[src/rtl/flash_ctrl_pkg.sv]
// flash_ctrl_pkg: op codes and FSM state encoding shared by the flash sequencer.
package flash_ctrl_pkg;

  typedef enum logic [1:0] {
    OP_RD32  = 2'b00,
    OP_WR16  = 2'b01,
    OP_ERASE = 2'b10,
    OP_RSV   = 2'b11
  } flash_op_e;

  typedef enum logic [3:0] {
    ST_INIT   = 4'd0,
    ST_IDLE   = 4'd1,
    ST_RD_LO  = 4'd2,
    ST_REL_LO = 4'd3,
    ST_RD_HI  = 4'd4,
    ST_REL_HI = 4'd5,
    ST_CMD    = 4'd6,
    ST_BSY    = 4'd7,
    ST_WT     = 4'd8,
    ST_DONE   = 4'd9
  } flash_state_e;

endpackage

[src/rtl/flash_ctrl_if.sv]
// flash_ctrl_if: both requester ports plus the 16-bit driver pins.
// slave = controller view, master = requesters/driver view.
interface flash_ctrl_if #(
  parameter int ADDR_W = 22
);
  logic              p0_req;
  logic [ADDR_W-1:0] p0_addr;
  logic [31:0]       p0_rdata;
  logic              p0_done;

  logic              p1_req;
  logic [1:0]        p1_op;
  logic [ADDR_W-1:0] p1_addr;
  logic [15:0]       p1_wdata;
  logic [31:0]       p1_rdata;
  logic              p1_done;

  logic [ADDR_W-1:0] drv_addr;
  logic [15:0]       drv_wdata;
  logic [15:0]       drv_rdata;
  logic              drv_read_en;
  logic              drv_write_en;
  logic              drv_erase_en;
  logic              drv_ack;

  modport slave (
    input  p0_req, p0_addr, p1_req, p1_op, p1_addr, p1_wdata, drv_rdata, drv_ack,
    output p0_rdata, p0_done, p1_rdata, p1_done,
           drv_addr, drv_wdata, drv_read_en, drv_write_en, drv_erase_en
  );

  modport master (
    output p0_req, p0_addr, p1_req, p1_op, p1_addr, p1_wdata, drv_rdata, drv_ack,
    input  p0_rdata, p0_done, p1_rdata, p1_done,
           drv_addr, drv_wdata, drv_read_en, drv_write_en, drv_erase_en
  );
endinterface

[src/rtl/flash_ctrl_arb.sv]
// flash_ctrl_arb: 2-way request arbiter.
// FLASH_ARB_RR_EN defined: round robin, last-grant pointer resets to port 1.
// Otherwise fixed priority with port 1 ahead of port 0.
module flash_ctrl_arb (
`ifdef FLASH_ARB_RR_EN
  input  logic       clk,
  input  logic       rst_n,
  input  logic       take,
`endif
  input  logic [1:0] req,
  output logic       grant_valid,
  output logic [1:0] grant_onehot
);

  assign grant_valid = |req;

`ifdef FLASH_ARB_RR_EN
  logic last;

  // Remember who was granted last; that port loses the next tie
  always_ff @(posedge clk or negedge rst_n) begin
    if (!rst_n)    last <= 1'b1;
    else if (take) last <= grant_onehot[1];
  end

  // Tie goes to the port not granted last
  always_comb begin
    grant_onehot = req;
    if (req == 2'b11) grant_onehot = last ? 2'b01 : 2'b10;
  end
`else
  // Port 1 always wins a tie
  always_comb begin
    grant_onehot = req;
    if (req[1]) grant_onehot = 2'b10;
  end
`endif

endmodule

[src/rtl/flash_ctrl.sv]
// flash_ctrl: sequencer/arbiter in front of a 16-bit flash driver.
// Splits 32-bit reads into two timed halfword reads; pulses program/erase
// enables and follows the driver ack handshake.
// Build option FLASH_ARB_RR_EN: round-robin arbitration instead of p1 priority.
module flash_ctrl
  import flash_ctrl_pkg::*;
#(
  parameter int ADDR_W    = 22,
  parameter int READ_WAIT = 10
) (
  input  logic        clk,
  input  logic        rst_n,
  flash_ctrl_if.slave bus,
  output logic        busy
);

  localparam int               CNT_W    = $clog2(READ_WAIT);
  localparam logic [CNT_W-1:0] CNT_LOAD = CNT_W'(READ_WAIT - 1);

  flash_state_e      state, state_d;
  logic [CNT_W-1:0]  cnt, cnt_d;
  flash_op_e         op_q, sel_op;
  logic [ADDR_W-1:0] addr_q;
  logic [15:0]       wdata_q;
  logic              port_q;
  logic [31:0]       rbuf, p0_rdata_q, p1_rdata_q, done_data;
  logic [1:0]        req, gnt;
  logic              gnt_valid, take, enter_done, done_port, rd_hi;

  assign req  = {bus.p1_req, bus.p0_req};
  assign take = (state == ST_IDLE) && gnt_valid;

  flash_ctrl_arb u_arb (
`ifdef FLASH_ARB_RR_EN
    .clk          (clk),
    .rst_n        (rst_n),
    .take         (take),
`endif
    .req          (req),
    .grant_valid  (gnt_valid),
    .grant_onehot (gnt)
  );

  // Port 0 can only fetch
  assign sel_op = gnt[0] ? OP_RD32 : flash_op_e'(bus.p1_op);

  // State and read-wait counter registers
  always_ff @(posedge clk or negedge rst_n) begin
    if (!rst_n) begin
      state <= ST_INIT;
      cnt   <= '0;
    end else begin
      state <= state_d;
      cnt   <= cnt_d;
    end
  end

  // Next state; read phases run READ_WAIT cycles, everything else waits on ack
  always_comb begin
    state_d = state;
    cnt_d   = cnt;
    case (state)
      ST_INIT:   if (bus.drv_ack) state_d = ST_IDLE;
      ST_IDLE: begin
        if (take) begin
          case (sel_op)
            OP_RD32:           begin state_d = ST_RD_LO; cnt_d = CNT_LOAD; end
            OP_WR16, OP_ERASE: state_d = ST_CMD;
            default:           state_d = ST_DONE;
          endcase
        end
      end
      ST_RD_LO, ST_RD_HI: begin
        if (cnt == '0) state_d = (state == ST_RD_LO) ? ST_REL_LO : ST_REL_HI;
        else           cnt_d = cnt - 1'b1;
      end
      ST_REL_LO: if (bus.drv_ack) begin state_d = ST_RD_HI; cnt_d = CNT_LOAD; end
      ST_REL_HI: if (bus.drv_ack) state_d = ST_DONE;
      ST_CMD:    state_d = ST_BSY;
      ST_BSY:    if (!bus.drv_ack) state_d = ST_WT;
      ST_WT:     if (bus.drv_ack) state_d = ST_DONE;
      ST_DONE:   state_d = ST_IDLE;
      default:   state_d = ST_INIT;
    endcase
  end

  // A reserved op reaches DONE straight from IDLE, before port_q/rbuf settle
  assign enter_done = (state_d == ST_DONE) && (state != ST_DONE);
  assign done_port  = (state == ST_IDLE) ? gnt[1] : port_q;
  assign done_data  = (state == ST_IDLE) ? '0 : rbuf;

  // Latch the granted request, collect halfwords, publish per-port read data
  always_ff @(posedge clk or negedge rst_n) begin
    if (!rst_n) begin
      op_q       <= OP_RD32;
      addr_q     <= '0;
      wdata_q    <= '0;
      port_q     <= 1'b0;
      rbuf       <= '0;
      p0_rdata_q <= '0;
      p1_rdata_q <= '0;
    end else begin
      if (take) begin
        port_q  <= gnt[1];
        op_q    <= sel_op;
        addr_q  <= gnt[0] ? bus.p0_addr : bus.p1_addr;
        wdata_q <= gnt[0] ? 16'h0 : bus.p1_wdata;
        rbuf    <= '0;
      end
      if (state == ST_RD_LO && cnt == '0) rbuf[15:0]  <= bus.drv_rdata;
      if (state == ST_RD_HI && cnt == '0) rbuf[31:16] <= bus.drv_rdata;
      if (enter_done) begin
        if (done_port) p1_rdata_q <= done_data;
        else           p0_rdata_q <= done_data;
      end
    end
  end

  // Enables decode from state so an async reset drops them at once
  assign rd_hi            = (state == ST_RD_HI) || (state == ST_REL_HI);
  assign bus.drv_read_en  = (state == ST_RD_LO) || (state == ST_RD_HI);
  assign bus.drv_write_en = (state == ST_CMD) && (op_q == OP_WR16);
  assign bus.drv_erase_en = (state == ST_CMD) && (op_q == OP_ERASE);
  assign bus.drv_addr     = (op_q == OP_RD32) ? {addr_q[ADDR_W-1:1], rd_hi} : addr_q;
  assign bus.drv_wdata    = wdata_q;
  assign bus.p0_done      = (state == ST_DONE) && !port_q;
  assign bus.p1_done      = (state == ST_DONE) && port_q;
  assign bus.p0_rdata     = p0_rdata_q;
  assign bus.p1_rdata     = p1_rdata_q;
  assign busy             = (state != ST_IDLE);

endmodule

[src/flat_wrapper.sv]
// flat-port wrapper written by rule: the top's interface ports become plain ports
module flash_ctrl_flat import flash_ctrl_pkg::*;
#(
  parameter int ADDR_W    = 22,
  parameter int READ_WAIT = 10
)
  (clk, rst_n, busy, bus_p0_req, bus_p0_addr, bus_p1_req, bus_p1_op, bus_p1_addr, bus_p1_wdata, bus_drv_rdata, bus_drv_ack, bus_p0_rdata, bus_p0_done, bus_p1_rdata, bus_p1_done, bus_drv_addr, bus_drv_wdata, bus_drv_read_en, bus_drv_write_en, bus_drv_erase_en);
  flash_ctrl_if #(.ADDR_W(ADDR_W)) bus_i ();
  input  logic clk;
  input  logic rst_n;
  output logic busy;
  input wire logic [$bits(bus_i.p0_req)-1:0] bus_p0_req;
  input wire logic [$bits(bus_i.p0_addr)-1:0] bus_p0_addr;
  input wire logic [$bits(bus_i.p1_req)-1:0] bus_p1_req;
  input wire logic [$bits(bus_i.p1_op)-1:0] bus_p1_op;
  input wire logic [$bits(bus_i.p1_addr)-1:0] bus_p1_addr;
  input wire logic [$bits(bus_i.p1_wdata)-1:0] bus_p1_wdata;
  input wire logic [$bits(bus_i.drv_rdata)-1:0] bus_drv_rdata;
  input wire logic [$bits(bus_i.drv_ack)-1:0] bus_drv_ack;
  output wire logic [$bits(bus_i.p0_rdata)-1:0] bus_p0_rdata;
  output wire logic [$bits(bus_i.p0_done)-1:0] bus_p0_done;
  output wire logic [$bits(bus_i.p1_rdata)-1:0] bus_p1_rdata;
  output wire logic [$bits(bus_i.p1_done)-1:0] bus_p1_done;
  output wire logic [$bits(bus_i.drv_addr)-1:0] bus_drv_addr;
  output wire logic [$bits(bus_i.drv_wdata)-1:0] bus_drv_wdata;
  output wire logic [$bits(bus_i.drv_read_en)-1:0] bus_drv_read_en;
  output wire logic [$bits(bus_i.drv_write_en)-1:0] bus_drv_write_en;
  output wire logic [$bits(bus_i.drv_erase_en)-1:0] bus_drv_erase_en;
  assign bus_i.p0_req = bus_p0_req;
  assign bus_i.p0_addr = bus_p0_addr;
  assign bus_i.p1_req = bus_p1_req;
  assign bus_i.p1_op = bus_p1_op;
  assign bus_i.p1_addr = bus_p1_addr;
  assign bus_i.p1_wdata = bus_p1_wdata;
  assign bus_i.drv_rdata = bus_drv_rdata;
  assign bus_i.drv_ack = bus_drv_ack;
  assign bus_p0_rdata = bus_i.p0_rdata;
  assign bus_p0_done = bus_i.p0_done;
  assign bus_p1_rdata = bus_i.p1_rdata;
  assign bus_p1_done = bus_i.p1_done;
  assign bus_drv_addr = bus_i.drv_addr;
  assign bus_drv_wdata = bus_i.drv_wdata;
  assign bus_drv_read_en = bus_i.drv_read_en;
  assign bus_drv_write_en = bus_i.drv_write_en;
  assign bus_drv_erase_en = bus_i.drv_erase_en;
  flash_ctrl #(.ADDR_W(ADDR_W), .READ_WAIT(READ_WAIT)) u_core (.clk(clk), .rst_n(rst_n), .bus(bus_i), .busy(busy));
endmodule
[config.mk]
export PLATFORM = sky130hd
export DESIGN_NAME = flash_ctrl_flat
export DESIGN_NICKNAME = d
export VERILOG_FILES = /design/src/rtl/flash_ctrl_pkg.sv /design/src/rtl/flash_ctrl_if.sv /design/src/rtl/flash_ctrl_arb.sv /design/src/rtl/flash_ctrl.sv /design/src/flat_wrapper.sv
export SDC_FILE = /design/constraint.sdc
export NUM_CORES = 1
export LEC_CHECK = 0
export BUFFER_PORTS_ARGS = -buffer_cell sky130_fd_sc_hd__clkbuf_2
export CORE_ASPECT_RATIO = 1.25
export CORE_UTILIZATION = 57
export CTS_BUF_LIST = sky130_fd_sc_hd__clkbuf_8
export DETAILED_ROUTE_END_ITERATION = 16
export PLACE_DENSITY = 0.87
export SLEW_MARGIN = 40
export SYNTH_ARGS = -nofsm -noshare
export SYNTH_HDL_FRONTEND = slang
export SYNTH_SLANG_ARGS = --single-unit
export TNS_END_PERCENT = 1
[constraint.sdc]
create_clock -name clk -period 4.2 [get_ports clk]
set_input_delay 0.42 -clock clk [delete_from_list [all_inputs] [get_ports clk]]
set_output_delay 0.42 -clock clk [all_outputs]
set_load 0.005 [all_outputs]
Word level (Yosys, flattened, before mapping):

Cells that the tools add are included.
W data, S select, Z words.

* bits in registers: 145
* bits in latches: 0
* memory bits (writable): 0
* ROM bits: 0
* input bits: 83
* output and inout port bits: 108
* logic and storage cells: 81
* memories: 0

* add/sub/neg operators: 1
* multipliers: 0
* div/mod/pow operators: 0
* $lt $le $gt $ge: 0
* eq/ne operators: 20
* shifts and indexed selects: 0
* mux-type cells: 24
* bitwise logic cells: 1
* reductions and logical operators: 25

Operator list (count)
* $mux W32: 2
* $mux W16: 3
* $mux W4: 10
* $pmux W4 S8: 1
* $mux W22: 1
* $eq A4 B3 Y1 const B: 4
* $eq A4 B4 Y1 const B: 3
* $pmux W4 S3: 1
* $eq A4 B2 Y1 const B: 2
* $logic_and A1 B1 Y1: 8
* $logic_not A4 Y1: 2
* $pmux W4 S2: 1
* $reduce_or A2 Y1: 4
* $ne A2 B2 Y1 const B: 3
* $reduce_and A5 Y1: 1
* $eq A2 B1 Y1 const B: 2
* $eq A2 B2 Y1 const B: 2
* $eq A4 B1 Y1 const B: 1
* $logic_not A2 Y1: 2
* $mux W2: 2
* $ne A4 B1 Y1 const B: 1
* $ne A4 B4 Y1 const B: 1
* $reduce_and A2 Y1: 2
* $reduce_bool A2 Y1: 2
* 8 further kinds: 10

Longest topological paths before layout:

* depth in word-level cells: 10
* depth in mapped cells: 13
* depth with buffers taken out: 10

Modules after synthesis:

From an unflattened synthesis, not the netlist that was laid out.

* cell total of the unflattened synthesis: 564
* area, all modules: 6780.3 um^2

By module, submodules not included
* flash_ctrl: instances 1, cells each 561, area an instance 6757.7 um^2
* flash_ctrl_arb: instances 1, cells each 3, area an instance 22.5 um^2

Worst setup path before layout:

Ideal clock, no wire load.

* kind: input-to-reg
* from: input port bus_p0_req
* to: register u_core.p0_rdata_q[30], in the netlist u_core.bus.p0_rdata[30]
* arrival: 3.030 ns
* data required time: 4.072 ns
* setup slack: 1.043 ns
* stages: 13
* cell sequence: nor2b_1 clkbuf_1 clkbuf_1 nand2b_1 inv_1 ha_1 nor4b_1 a221o_1 o21ai_0 or2_2 nand4b_4 buf_6 mux2_1

* longest elaborated chain between the ends: 10
* elaborated cells on any way between the ends: 14
* those cells by class: eq/ne (3); mux (5); reduce/logical (6)

Ends and longest elaborated chain
* start: declaration: RTL line flat_wrapper.sv:12 `input wire logic [$bits(bus_i.p0_req)-1:0] bus_p0_req;`
* $mux W2 *: RTL line flash_ctrl_arb.sv:35 `if (req[1]) grant_onehot = 2'b10;`
* $mux W2 *: RTL line flash_ctrl.sv:45 `assign sel_op = gnt[0] ? OP_RD32 : flash_op_e'(bus.p1_op);`
* named net u_core.sel_op[1]: RTL line flash_ctrl.sv:22 `flash_op_e op_q, sel_op;`
* $eq A2 B1 Y1 or $eq A2 B2 Y1 (tied branches): RTL line flash_ctrl.sv:66 `case (sel_op)`
* $reduce_or A2 Y1: RTL line flash_ctrl.sv:66
* $pmux W4 S2 *: RTL line flash_ctrl.sv:66
* $mux W4 *: RTL line flash_ctrl.sv:65 `if (take) begin`
* $pmux W4 S8 *: RTL line flash_ctrl.sv:62 `case (state)`
* named net u_core.state_d[0]: RTL line flash_ctrl.sv:20 `flash_state_e state, state_d;`
* $eq A4 B4 Y1 *: RTL line flash_ctrl.sv:88 `assign enter_done = (state_d == ST_DONE) && (state != ST_DONE);`
* $logic_and A1 B1 Y1 *: RTL line flash_ctrl.sv:88
* $reduce_and A2 Y1 (no source line) *
* end signal: assignment: RTL line flash_ctrl.sv:114 `else p0_rdata_q <= done_data;`
* end: declaration: RTL line flash_ctrl.sv:26 `logic [31:0] rbuf, p0_rdata_q, p1_rdata_q, done_data;`

Mark *: on every way through the listed nets, which the timed path passes. The rest lies on a longest branch.
A chain may end at the register's enable or synchronous reset.

Worst setup path after layout:

* from: register u_core.state[2]
* to: register u_core.p0_rdata_q[31], in the netlist u_core.bus.p0_rdata[31]

* longest elaborated chain between the ends: 7
* elaborated cells on any way between the ends: 28
* those cells by class: eq/ne (11); mux (10); bitwise (1); reduce/logical (6)

Ends and longest elaborated chain
* start: declaration: RTL line flash_ctrl.sv:20
* start signal: assignment: RTL line flash_ctrl.sv:53 `state <= state_d;`
* $eq A4 B2 Y1 or $eq A4 B1 Y1 (tied branches)
* $mux W3 or $logic_and A1 B1 Y1 (tied branches): RTL line flash_ctrl.sv:74, flash_ctrl.sv:31
* $mux W4, on equally long branches: RTL line flash_ctrl.sv:74, flash_ctrl.sv:65
* $pmux W4 S8: RTL line flash_ctrl.sv:62
* $eq A4 B4 Y1: RTL line flash_ctrl.sv:88
* $logic_and A1 B1 Y1: RTL line flash_ctrl.sv:88
* $reduce_and A2 Y1 (no source line)

Several ways; a longest one is shown, not always the timed one.

==> reports/results.env <==
RUN_STATUS='finished clean'
CRITICAL_PATH_REQUIRED_NS=4.56
WORST_HOLD_SLACK_NS=0.1920
ROUTE.DETAILED.VIAS_PER_INST=5.496
NETLIST_AREA_BEFORE_PLACEMENT_SQ_UM=6285
CTS_ROOT_BUFFER='sky130_fd_sc_hd__clkbuf_8'
POST-PLACE-WS_NS=0.9604
CTS.REPORTEDPATHS.CLKPINSLEW_NS=0.08
WORSTSETUPPATHTYPE='reg2reg'
DRT-TOTAL-WL_MICRONS=14340
ASYNC_RESET_FF_SHARE_PCT=100.0
AREA_DELTA_SYNTH_FINAL_PCT=21.72
POWER_FRAC_COMB_PCT=30.0
LAYOUT_COMMONEST_CELL='sky130_fd_sc_hd__clkbuf_2'
SWITCHING_SHARE_PCT=34.15
SYN-INSTANCE-COUNT=531
CLOCK_TREE_FROM_TRITONCTS='done'
P_SW_W=0.001488
FIRST_ITER_VIOLATIONS=223
GRT_FIRST_PASS_WIRELENGTH_MICRONS=22650
REPORT.FINAL.SETUP_VIOL=0
P_CLK_SHARE_PCT=25.4
WORST-R2R-SETUP-SLACK_NS=1.14
HORIZONTAL_DIE_DIMENSION_MICRONS=95.92
POWER.LEAKAGE_nW=4.129
WORST-SLEW-PIN-TRANSITION_NS=0.7387
SYNTH-EDFF-COUNT=0
REPORT.FINAL.SLEW_VIOL_COUNT=0
INTERNAL_POWER_SUMMED_OVER_ALL_CELLS_W=0.002869
PORT_BUFFERS=190
ANTENNA_VIOLATIONS_BEFORE_REPAIR=0
NUM_ANTENNA_CELLS=0
WORSTPATHARRIVAL_NS=3.42
TIMING.REG2REG.WORST_PATH_DEPTH=7
TIMING.MAX_SLEW.REL_SLACK_PCT=50.73
REG2REG_TO='u_core.bus.p0_rdata[31]$_DFFE_PN0P_'
POSTLAYOUTSETUPSLACKWORST_NS=1.141
DP_HPWL_MICRONS=10340
YOSYS_REGISTER_BITS=145
POST_SYNTH.CELL_AREA_AVG_SQ_UM=11.84
LAYOUT_WORST_PATH_CYCLE_SHARE_PCT=72.84
REG2REG_FROM='u_core.state[2]$_DFF_PN0_'
HOLD_CLASS='in2reg'
NUM_VIAS=4644
POSTSYNTH.TOPFLOPCELL='sky130_fd_sc_hd__dfrtp_1'
IR_WORST_VDD_mV=0.3640
DIE_SPAN_Y_MICRONS=119.4
CRITPATHLAUNCHTYPE='register'
IO_PINS=191
MINIMUM_PERIOD_IMPLIED_BY_THE_FINAL_WORST_SETUP_SLACK_NS=3.059
CLOCK_INSERTION_DELAY_WORST_SKEW_NS=0.45
RSZ_0062_RAISED_AFTER_GLOBAL_ROUTING='false'
COUNT_OF_INSTANCES_RESIZED_AFTER_THE_CLOCK_TREE_IS_BUILT=0
YS.WARNINGS.COUNT=0
POSTSYNTHNETCOUNT=618
FLOORPLAN.INITIALDENSITY_PCT=58.91
CAP_VIOLATIONS=0
ENDPOINT_KIND='register'
CLOCK-SINKS=145
DRC=0
LAYOUT.CELLS.MOST_COMMON_LIST='189 x sky130_fd_sc_hd__clkbuf_2, 145 x sky130_fd_sc_hd__dfrtp_1, 61 x sky130_fd_sc_hd__nand2_1'
HTREEDEPTH=4
WHS_PATH_DEPTH=2
TIMING.CRITICAL_PATH.FANOUT_MAX=34
FMAXACHIEVABLE_MHz=326.9
GRT_OVERFLOW_TOTAL=0
CTSLONGESTPATHBUFFERS=2
SEQUENTIAL_FRACTION_OF_THE_SYNTHESIS_AREA_PCT=57.73
AVGROUTEDWIREPERCELL_MICRONS=16.96
PLACE.GP.CONGESTION=0.9011
DRT_PRE_ANTENNA_ITERS=6
NET_COUNT_OF_THE_FINISHED_LAYOUT=788
ANT_NETS=0
FP.DIEAREA_SQ_UM=11450
SYNTH_CELL_TYPES=48
CTS_MADE_BUFFERS=17
FLOORPLAN.ROWS=42
GRT_MAX_DEGREE=118
CLOCK_SKEW_NS=0.01336
GRT_PASS1_VIAS=4734
FINAL-HOLD-VIOLATION-COUNT=0
WHS_ENDPOINT='u_core.bus.drv_wdata[0]$_DFFE_PN0N_'
HOLDCRITSTARTPOINT='bus_p1_wdata[0]'
GRTUSAGETOTAL_PCT=26.44
POWERDENSITY_nW_PER_UM2=569.7
DRIVE_ABOVE_1_SHARE_PCT=37.87
PLACEABLECOREAREA_SQ_UM=10670
FINALSETUPTNS_NS=0
POWER.SHARE.SEQUENTIAL_PCT=44.7
## kinds of logic (layout without fill, tap and decap cells)
group | Yosys count | in the layout | share of synthesized area (%)
DFF | 145 | 145 | 57.73
AOI/OAI and AO/OA | 119 | 119 | 13.38
xor gates and xnor gates | 2 | 2 | 0.2788
adders and majority gates | 4 | 4 | 0.7964
muxes | 68 | 68 | 12.04
buffers and inverters | 77 | 259 | 6.231
and+or+nand+nor | 116 | 116 | 9.536
## repair_timing
action | in CTS | in global routing
setup endpoints to repair | 0 | 0
setup buffers | 0 | 0
hold endpoints to repair | 0 | 70
hold buffers | 0 | 1
## power groups by stage
stage / logic [W] / registers, W / clock network, W
2_1_floorplan: 0.000935 / 0.00189 / 0
3_3_place_gp: 0.00125 / 0.00195 / 0
3_5_place_dp: 0.00132 / 0.00196 / 0
4_1_cts: 0.00132 / 0.00195 / 0.00113
5_1_grt: 0.00145 / 0.00199 / 0.00118
6_report: 0.00131 / 0.00195 / 0.00111
## registers in the layout, indices dropped and copies added, names as in the netlist
| signal | count |
|---|---|
| u_core.rbuf | 32 |
| u_core.bus.p1_rdata | 32 |
| u_core.cnt | 4 |
| u_core.state | 4 |
| u_core.port_q | 1 |
| u_core.op_q | 2 |
| u_core.bus.p0_rdata | 32 |
| u_core.bus.drv_wdata | 16 |
| u_core.addr_q | 22 |
## cells in the mapped netlist, types with 2 or more instances
library cell,instances,area (sq um)
sky130_fd_sc_hd__dfrtp_1,145,3628
sky130_fd_sc_hd__nor3b_1,2,15.01
sky130_fd_sc_hd__ha_1,4,50.05
sky130_fd_sc_hd__nor2_1,12,45.04
sky130_fd_sc_hd__a21oi_1,3,15.01
sky130_fd_sc_hd__mux2i_1,40,400.4
sky130_fd_sc_hd__buf_6,2,22.52
sky130_fd_sc_hd__nand2_1,61,229.0
sky130_fd_sc_hd__clkbuf_1,20,75.07
sky130_fd_sc_hd__a221o_1,2,20.02
sky130_fd_sc_hd__o21ai_0,50,250.2
sky130_fd_sc_hd__buf_2,7,35.03
sky130_fd_sc_hd__a22o_1,51,446.7
sky130_fd_sc_hd__mux2_2,16,180.2
sky130_fd_sc_hd__nor3_1,2,10.01
sky130_fd_sc_hd__and2_1,15,93.84
sky130_fd_sc_hd__a21o_1,3,22.52
sky130_fd_sc_hd__mux2_4,11,165.2
sky130_fd_sc_hd__nor2b_1,5,31.28
sky130_fd_sc_hd__nand2b_1,6,37.54
sky130_fd_sc_hd__or3_1,2,12.51
sky130_fd_sc_hd__buf_4,21,157.7
sky130_fd_sc_hd__inv_1,25,93.84
sky130_fd_sc_hd__or2_2,2,12.51
## how the worst max path moves through the flow
stage,depth (start not counted),endpoint,from
6_report,7,u_core.bus.p0_rdata[31]$_DFFE_PN0P_,u_core.state[2]$_DFF_PN0_
5_1_grt,7,u_core.bus.p0_rdata[15]$_DFFE_PN0P_,u_core.state[2]$_DFF_PN0_
4_1_cts,7,u_core.bus.p0_rdata[1]$_DFFE_PN0P_,u_core.state[2]$_DFF_PN0_
3_5_place_dp,12,u_core.bus.p0_rdata[2]$_DFFE_PN0P_,bus_p0_req
3_3_place_gp,12,u_core.bus.p0_rdata[14]$_DFFE_PN0P_,bus_p0_req
2_1_floorplan,13,u_core.bus.p0_rdata[30]$_DFFE_PN0P_,bus_p0_req
## metal layers
| metal | vias up | wire, microns | share of wire (%) | GRT usage (%) |
|---|---|---|---|---|
| li1 | 2161 | - | - | - |
| met1 | 2260 | 5682 | 40 | 31.85 |
| met2 | 193 | 7302 | 51 | 43.44 |
| met3 | 30 | 1001 | 7.0 | 8.046 |
| met4 | 0 | 348 | 2.4 | 11.19 |
| met5 | - | 0 | 0 | 0 |
## final cells by class
cell class | count | area (sq um)
clock buffer | 18 | 247.7
multi-input combinational | 309 | 2298
fill | 754 | 3018
tap | 132 | 165.2
inverter | 26 | 97.59
sequential | 145 | 3628
timing repair buffer | 202 | 1066
clock inverter | 13 | 146.4
## metrics by stage
stage	power, W	std cells	area, sq um	utilization (%)
2_1_floorplan	0.002822	531	6285	-
3_3_place_gp	0.003203	812	7219	67.68
3_5_place_dp	0.003281	812	7226	67.73
4_1_cts	0.004395	843	7620	71.43
5_1_grt	0.004624	845	7650	71.71
6_report	0.004358	845	7650	71.71
## worst max-delay path: stages (launching register included)
cell and delay (ns):
sky130_fd_sc_hd__dfrtp_1 0.57, sky130_fd_sc_hd__nor4b_2 0.68, sky130_fd_sc_hd__inv_2 0.07, sky130_fd_sc_hd__buf_4 0.26, sky130_fd_sc_hd__a21o_1 0.25, sky130_fd_sc_hd__nand4b_4 0.54, sky130_fd_sc_hd__buf_4 0.41, sky130_fd_sc_hd__mux2i_1 0.19
(Power assumes the default switching activity.)
